<file path="config.mk">
export PLATFORM = sky130hd
export DESIGN_NAME = fetch_unit
export DESIGN_NICKNAME = d
export VERILOG_FILES = /design/src/rtl/fetch_unit.sv
export SDC_FILE = /design/constraint.sdc
export NUM_CORES = 1
export LEC_CHECK = 0
export CORE_MARGIN = 2
export CORE_UTILIZATION = 45
export DETAILED_ROUTE_END_ITERATION = 8
export PLACE_DENSITY = 0.82
export RECOVER_POWER = 25
export SYNTH_ARGS = -nofsm -noshare
export SYNTH_HDL_FRONTEND = slang
export SYNTH_SLANG_ARGS = --single-unit
</file>
<file path="constraint.sdc">
create_clock -name clk -period 3 [get_ports clk]
set_clock_uncertainty 0.05 [all_clocks]
set_input_delay 0.45 -clock clk [delete_from_list [all_inputs] [get_ports clk]]
set_output_delay 0.45 -clock clk [all_outputs]
set_load 0.01 [all_outputs]
</file>
<file path="src/rtl/fetch_unit.sv">
// rtl/fetch_unit.sv - instruction fetch stage with stall hold register and redirect
//
// Purpose: issues instruction-memory reads, presents (pcF, instrF) to decode,
// holds the current instruction while decode stalls, and redirects on branch/jump.
// Ports:
//   clk, rst          single clock, synchronous active-high reset
//   stallD            decode will not accept a new instruction this cycle
//   pc_selD, tgt_pcD  PC source select (01 branch, 10 jump) and redirect target
//   imem_dout         instruction memory read data, one cycle after the request
//   imem_addr, imem_en instruction memory request
//   pcF, instrF       instruction (and its address) presented to decode

`ifndef XLEN
`define XLEN 32
`endif

module fetch_unit #(
  parameter logic [`XLEN-1:0] RESET_PC  = 32'h0000_2000,
  parameter logic [`XLEN-1:0] NOP_INSTR = 32'h0000_0013
) (
  input  logic             clk,
  input  logic             rst,
  input  logic             stallD,
  input  logic [1:0]       pc_selD,
  input  logic [`XLEN-1:0] tgt_pcD,
  input  logic [`XLEN-1:0] imem_dout,
  output logic [`XLEN-1:0] imem_addr,
  output logic             imem_en,
  output logic [`XLEN-1:0] pcF,
  output logic [`XLEN-1:0] instrF
);

  typedef enum logic [1:0] {
    BOOT = 2'b00,
    RUN  = 2'b01,
    HOLD = 2'b10
  } state_t;

  state_t           state_q, state_d;
  logic [`XLEN-1:0] pc_q, pc_d;
  logic [`XLEN-1:0] hold_q, hold_d;

  logic             redirect;
  logic             advance;
  logic [`XLEN-1:0] next_pc;

  // pc_selD = 11 is reserved and falls through to sequential.
  assign redirect = (pc_selD == 2'b01) || (pc_selD == 2'b10);
  // A redirect also flushes whatever decode is stalling on.
  assign advance  = redirect || !stallD;
  // Target is word-aligned; the sequential add wraps naturally at 2^XLEN.
  assign next_pc  = redirect ? {tgt_pcD[`XLEN-1:2], 2'b00} : pc_q + `XLEN'(4);

  always_comb begin
    state_d   = state_q;
    pc_d      = pc_q;
    hold_d    = hold_q;
    imem_en   = 1'b0;
    imem_addr = next_pc;
    pcF       = pc_q;
    instrF    = NOP_INSTR;

    case (state_q)
      BOOT: begin
        imem_en   = 1'b1;
        imem_addr = RESET_PC;
        pcF       = RESET_PC;
        pc_d      = RESET_PC;
        state_d   = RUN;
      end
      RUN: begin
        instrF = imem_dout;
        if (advance) begin
          imem_en = 1'b1;
          pc_d    = next_pc;
        end else begin
          // Memory output is only valid for one cycle; capture it for the stall.
          hold_d  = imem_dout;
          state_d = HOLD;
        end
      end
      HOLD: begin
        instrF = hold_q;
        if (advance) begin
          imem_en = 1'b1;
          pc_d    = next_pc;
          state_d = RUN;
        end
      end
      default: begin
        state_d = BOOT;
      end
    endcase

    if (rst) begin
      imem_en = 1'b0;
      instrF  = NOP_INSTR;
    end
  end

  always_ff @(posedge clk) begin
    if (rst) begin
      state_q <= BOOT;
      pc_q    <= RESET_PC;
      hold_q  <= NOP_INSTR;
    end else begin
      state_q <= state_d;
      pc_q    <= pc_d;
      hold_q  <= hold_d;
    end
  end

endmodule
</file>
## After elaboration in Yosys (flattened, before gate mapping)

Index checks and enable logic that the tools add are counted.

- Register bits: 66
- Input port bits: 69
- Word-level logic and storage cells: 34

- $add $sub $neg: 1
- Equality and inequality tests: 7
- Mux-type cells: 13
- Bitwise logic cells: 1
- Reduce and logical (&&, ||, !) cells: 9

Operators with widths:

| operator | count |
|---|---|
| two-way mux 32 bit | 5 |
| one-hot mux 32 bit (2 select lines) | 2 |
| adder 32 x 3 -> 32 bit (second input constant) | 1 |
| one-hot mux 2 bit (3 select lines) | 1 |
| AND reduction 2 bit | 3 |
| equality test 2 x 1 -> 1 bit (second input constant) | 2 |
| equality test 2 bit (second input constant) | 2 |
| two-way mux 2 bit | 2 |
| != test 2 bit (second input constant) | 2 |
| logical NOT 2 bit | 1 |
| logical OR 1 bit | 2 |
| two-way mux 1 bit | 2 |
| != test 2 x 1 -> 1 bit (second input constant) | 1 |
| one-hot mux 1 bit (2 select lines) | 1 |
| nonzero test 2 bit | 1 |
| OR reduction 2 bit | 1 |
| logical NOT 1 bit | 1 |
| inverter 1 bit | 1 |

## Logic depth before layout (Yosys ltp)

Gate-level depths: netlist of run 1.

- Depth in word-level cells: 6
- Gate-level depth with buffers: 9

## Worst setup path after synthesis of run 1

Ideal clock, no wire load.

- Path kind: reg-to-output
- From: reg pc_q[2]
- To: out imem_addr[30]
- Data arrival time: 2.405 ns
- Required time: 2.500 ns
- Setup slack: 0.095 ns
- Stages on the path, launching flop included: 7
- Path through: dfxtp_1 -> ha_1 -> nand3_1 -> or4_4 -> or4_4 -> xnor2_1 -> a211oi_1

- Cells in the longest elaborated chain, start to end: 3

Ends and longest elaborated chain:

| item | line | RTL |
|---|---|---|
| from (decl) | 40 | `` logic [`XLEN-1:0] pc_q, pc_d; `` |
| from (signal assigned) | 108 | `pc_q <= pc_d;` |
| adder 32 x 3 -> 32 bit | 52 | `` assign next_pc = redirect ? {tgt_pcD[`XLEN-1:2], 2'b00} : pc_q + `XLEN'(4); `` |
| two-way mux 32 bit | 52 |  |
| two-way mux 32 bit | 63 | `case (state_q)` |
| to (decl) | 27 | `` output logic [`XLEN-1:0] imem_addr, `` |

Every way passes these cells.

## Final worst setup path of run 1

- From: reg pc_q[3]
- To: out imem_addr[30]

Same word-level chain as after synthesis.

==> results.py, run 1 <==
metrics = {
    "logic_synthesis": {
        "synth_cell_types": 51,
        "synth_edf_count": 0,
        "synth-seq-cells": 66,
        "synth_ff_type": "dfxtp_1",
        "syn_avg_cell_area_um2": 7.03,
        "synth_nets": 705,
        "synth-async-reset-ratio_pct": 0,
        "netlist_instances": 630,
        "yosysSeqAreaShare_pct": 29.8,
        "ys_warn_count": 0,
        "syn_area_um2": 4430,
    },
    "placed_design": {
        "gp_congestion": 0.962,
        "portBuffers": 163,
        "placed_cell_area_um2": 6540,
        "dp_hpwl_um": 11300,
    },
    "critical_path": {
        "cp-end-kind": "primary output",
        "crit_path_max_incr_delay_ns": 0.58,
        "crit_slowest_cell": "or4_4",
        "crit_arrival_ns": 2.55,
        "critical_path_required_ns": 2.50,
        "crit_top_cell": "or4_4",
        "crit_type": "reg2out",
        "worstPathCellList": "ha_1 -> nand3_1 -> or4_4 -> or4_4 -> xnor2_1 -> a211oi_1 -> buf_2",
        "worstPathMaxFanout": 2,
        "startpoint_type": "flip-flop",
    },
    "cts": {
        "cts_tree": "yes",
        "cts_sinks": 66,
        "clk_pin_slew_worst_paths_ns": 0.08,
        "clockBufferDepth": 2,
        "clock_latency_ns": 0.35,
        "htree_levels": 3,
        "holdBufCountCts": 0,
        "root_buffer": "clkbuf_8",
        "cts_buffers": 9,
    },
    "final_layout": {
        "fillCellCount": 778,
        "drive_above_1_share_pct": 16.0,
        "most-common-layout-cells": "clkdlybuf4s50_1 (142), nor2_1 (91), nand2_1 (91)",
        "nNetsFinal": 895,
        "finish.utilization_pct": 71.5,
        "fin_area_um2": 6920,
        "antenna_cells": 0,
        "final_common_cell": "clkdlybuf4s50_1",
        "area_delta_synth_final_pct": 56.2,
    },
    "global_routing": {
        "grt_pass1_vias": 5120,
        "grt_max_degree": 52,
        "track_usage_pct": 28.4,
        "antenna_found_initial": 0,
        "grt-ovfl-total": 0,
        "grt_first_pass_wirelength_um": 24200,
    },
    "floorplan": {
        "ios": 166,
        "fp.dieArea_um2": 10700,
        "die_w_um": 103,
        "start_util_pct": 45.7,
        "die_h_um": 103,
        "row_count": 36,
        "coreArea_um2": 9680,
    },
    "drt": {
        "num_vias": 5501,
        "drc_errors": 0,
        "routedWlPerCell_um": 16.5,
        "vias_per_cell": 5.74,
        "dr.pass1.iters": 6,
        "ant_nets": 0,
        "wl_um": 15800,
        "drt-initial-drc-count": 437,
    },
    "timing": {
        "period_share_pct": 102,
        "hold_violations": 0,
        "fin_crit_ns": 3.05,
        "fin_ws_ns": -0.0453,
        "fmax_ghz": 0.328,
        "worstMarginPinSlew_ns": 1.30,
        "slew_headroom_pct": 12.9,
        "setup_violations": 1,
        "rsz0062_at_grt": "true",
        "fin_hold_ws_ns": 0.389,
        "slew_viol_final": 0,
    },
    "power": {
        "p_per_area_nw_per_um2": 590,
        "ir_drop_uv": 469,
        "leakagePower_nw": 2.63,
    },
    "worst_hold_path": {
        "hold_path_class": "reg2reg",
    },
    "run_status": {
        "violations": "negative setup slack",
        "status": "finished with violations",
    },
    "run": {
        "drv_cap": 0,
    },
}
cell usage after synthesis, types with 2 or more instances:
| cell type | n | area, um^2 |
|---|---|---|
| or3_1 | 3 | 18.8 |
| a32oi_1 | 2 | 17.5 |
| o31ai_1 | 3 | 22.5 |
| a21oi_1 | 42 | 210 |
| and3_1 | 5 | 31.3 |
| a2bb2oi_1 | 3 | 26.3 |
| nor2b_1 | 26 | 163 |
| a22o_1 | 2 | 17.5 |
| or4_4 | 2 | 22.5 |
| a221o_1 | 3 | 30.0 |
| o31a_1 | 2 | 17.5 |
| o311ai_0 | 2 | 17.5 |
| a22oi_1 | 37 | 278 |
| nand3_1 | 17 | 85.1 |
| ha_1 | 6 | 75.1 |
| xnor2_1 | 18 | 158 |
| or2_2 | 5 | 31.3 |
| buf_2 | 3 | 15.0 |
| nor2_1 | 91 | 342 |
| o21ai_0 | 21 | 105 |
| a31oi_1 | 4 | 25.0 |
| mux2i_1 | 6 | 60.1 |
| clkbuf_1 | 52 | 195 |
| o21a_1 | 2 | 15.0 |
| dfxtp_1 | 66 | 1320 |
| nand4_1 | 12 | 75.1 |
| o32ai_1 | 3 | 26.3 |
| nand3b_1 | 4 | 30.0 |
| xor2_1 | 9 | 78.8 |
| buf_1 | 3 | 11.3 |
| and2_1 | 3 | 18.8 |
| a31o_2 | 2 | 17.5 |
| o211ai_1 | 2 | 15.0 |
| o22ai_1 | 5 | 31.3 |
| a211oi_1 | 20 | 150 |
| nor3_1 | 16 | 80.1 |
| a21o_1 | 2 | 15.0 |
| nand2_1 | 91 | 342 |
| inv_1 | 12 | 45.0 |
| nor4_1 | 12 | 75.1 |
timing repair:
action | in CTS | in global routing
buffers inserted | 0 | 10
pin swaps | 1 | 9
endpoints found under the setup margin | 16 | 23
resized for setup | 34 | 34
metal layers:
| layer | vias to the layer above | global-route usage [%] | share of wire, % |
|---|---|---|---|
| met2 | 322 | 48.3 | 48 |
| met1 | 2523 | 35.4 | 39 |
| met3 | 49 | 5.65 | 9.7 |
| met4 | 0 | 11.4 | 2.8 |
| li1 | 2607 | - | - |
| met5 | - | 0 | 0 |
kinds of logic (layout without fill, tap and decap cells):
kind of cell	count (synthesis)	after routing	share of synthesized area, %
buffers and inverters	70	265	6.02
DFF	66	66	29.8
adders and majority gates	6	6	1.69
muxes	6	6	1.36
xor gates and xnor gates	27	27	5.34
AOI/OAI and AO/OA	161	161	24.2
and+or+nand+nor	294	294	31.5
through the flow:
| stage | setup WS (ns) | setup TNS [ns] | power, mW | instances |
|---|---|---|---|---|
| after floorplan | 0.0949 | 0 | 2.24 | 630 |
| after global placement | -0.0854 | -0.138 | 3.16 | 932 |
| after detailed placement | -0.115 | -0.189 | 3.23 | 932 |
| after CTS | -0.0644 | -0.122 | 4.05 | 948 |
| after global routing | -0.115 | -0.645 | 4.30 | 958 |
| final | -0.0453 | -0.0453 | 4.08 | 958 |
power by group:
part | switching [mW] | total (mW) | internal [mW]
Sequential | 0.0919 | 1.09 | 0.997
Clock | 0.370 | 0.855 | 0.485
Combinational | 1.20 | 2.14 | 0.940
flip-flops by register name (all words and copies together) (netlist names):
register and flops:
hold_q 32, pc_q 32, state_q 2
final timing paths:
path	from	slack [ns]	endpoint	cells past startpoint
setup / recovery	pc_q[3]	-0.05	imem_addr[30]	7
hold / removal	pc_q[1]	0.39	pc_q[1]	1
setup reg to reg	state_q[0]	0.27	pc_q[21]	7
hold reg to reg	pc_q[1]	0.39	pc_q[1]	1
final cells by class:
type | instances | area, um^2 | share of cell area [%]
Sequential cell | 66 | 1330 | 19.2
Multi-Input combinational cell | 494 | 2990 | 43.1
Tap cell | 133 | 166 | 2.40
Clock inverter | 6 | 80.1 | 1.16
Timing Repair Buffer | 237 | 2180 | 31.5
Inverter | 12 | 45.0 | 0.651
Clock buffer | 10 | 138 | 1.99
critical path, delay by kind of cell, from the launching register on:
| kind | cells | cell delay, ns |
|---|---|---|
| AOI/OAI and AO/OA | 1 | 0.20 |
| DFF | 1 | 0.34 |
| xor gates and xnor gates | 1 | 0.14 |
| adders and majority gates | 1 | 0.16 |
| and+or+nand+nor | 3 | 1.19 |
| buffers and inverters | 1 | 0.16 |
(Power assumes the default switching activity.)
==> run 2, diff against run 1 <==
- CTS_CLUSTER_SIZE: not set -> 12
==> results of run 2 <==
No change in the layout: final DEF, timing and power equal those of run 1.
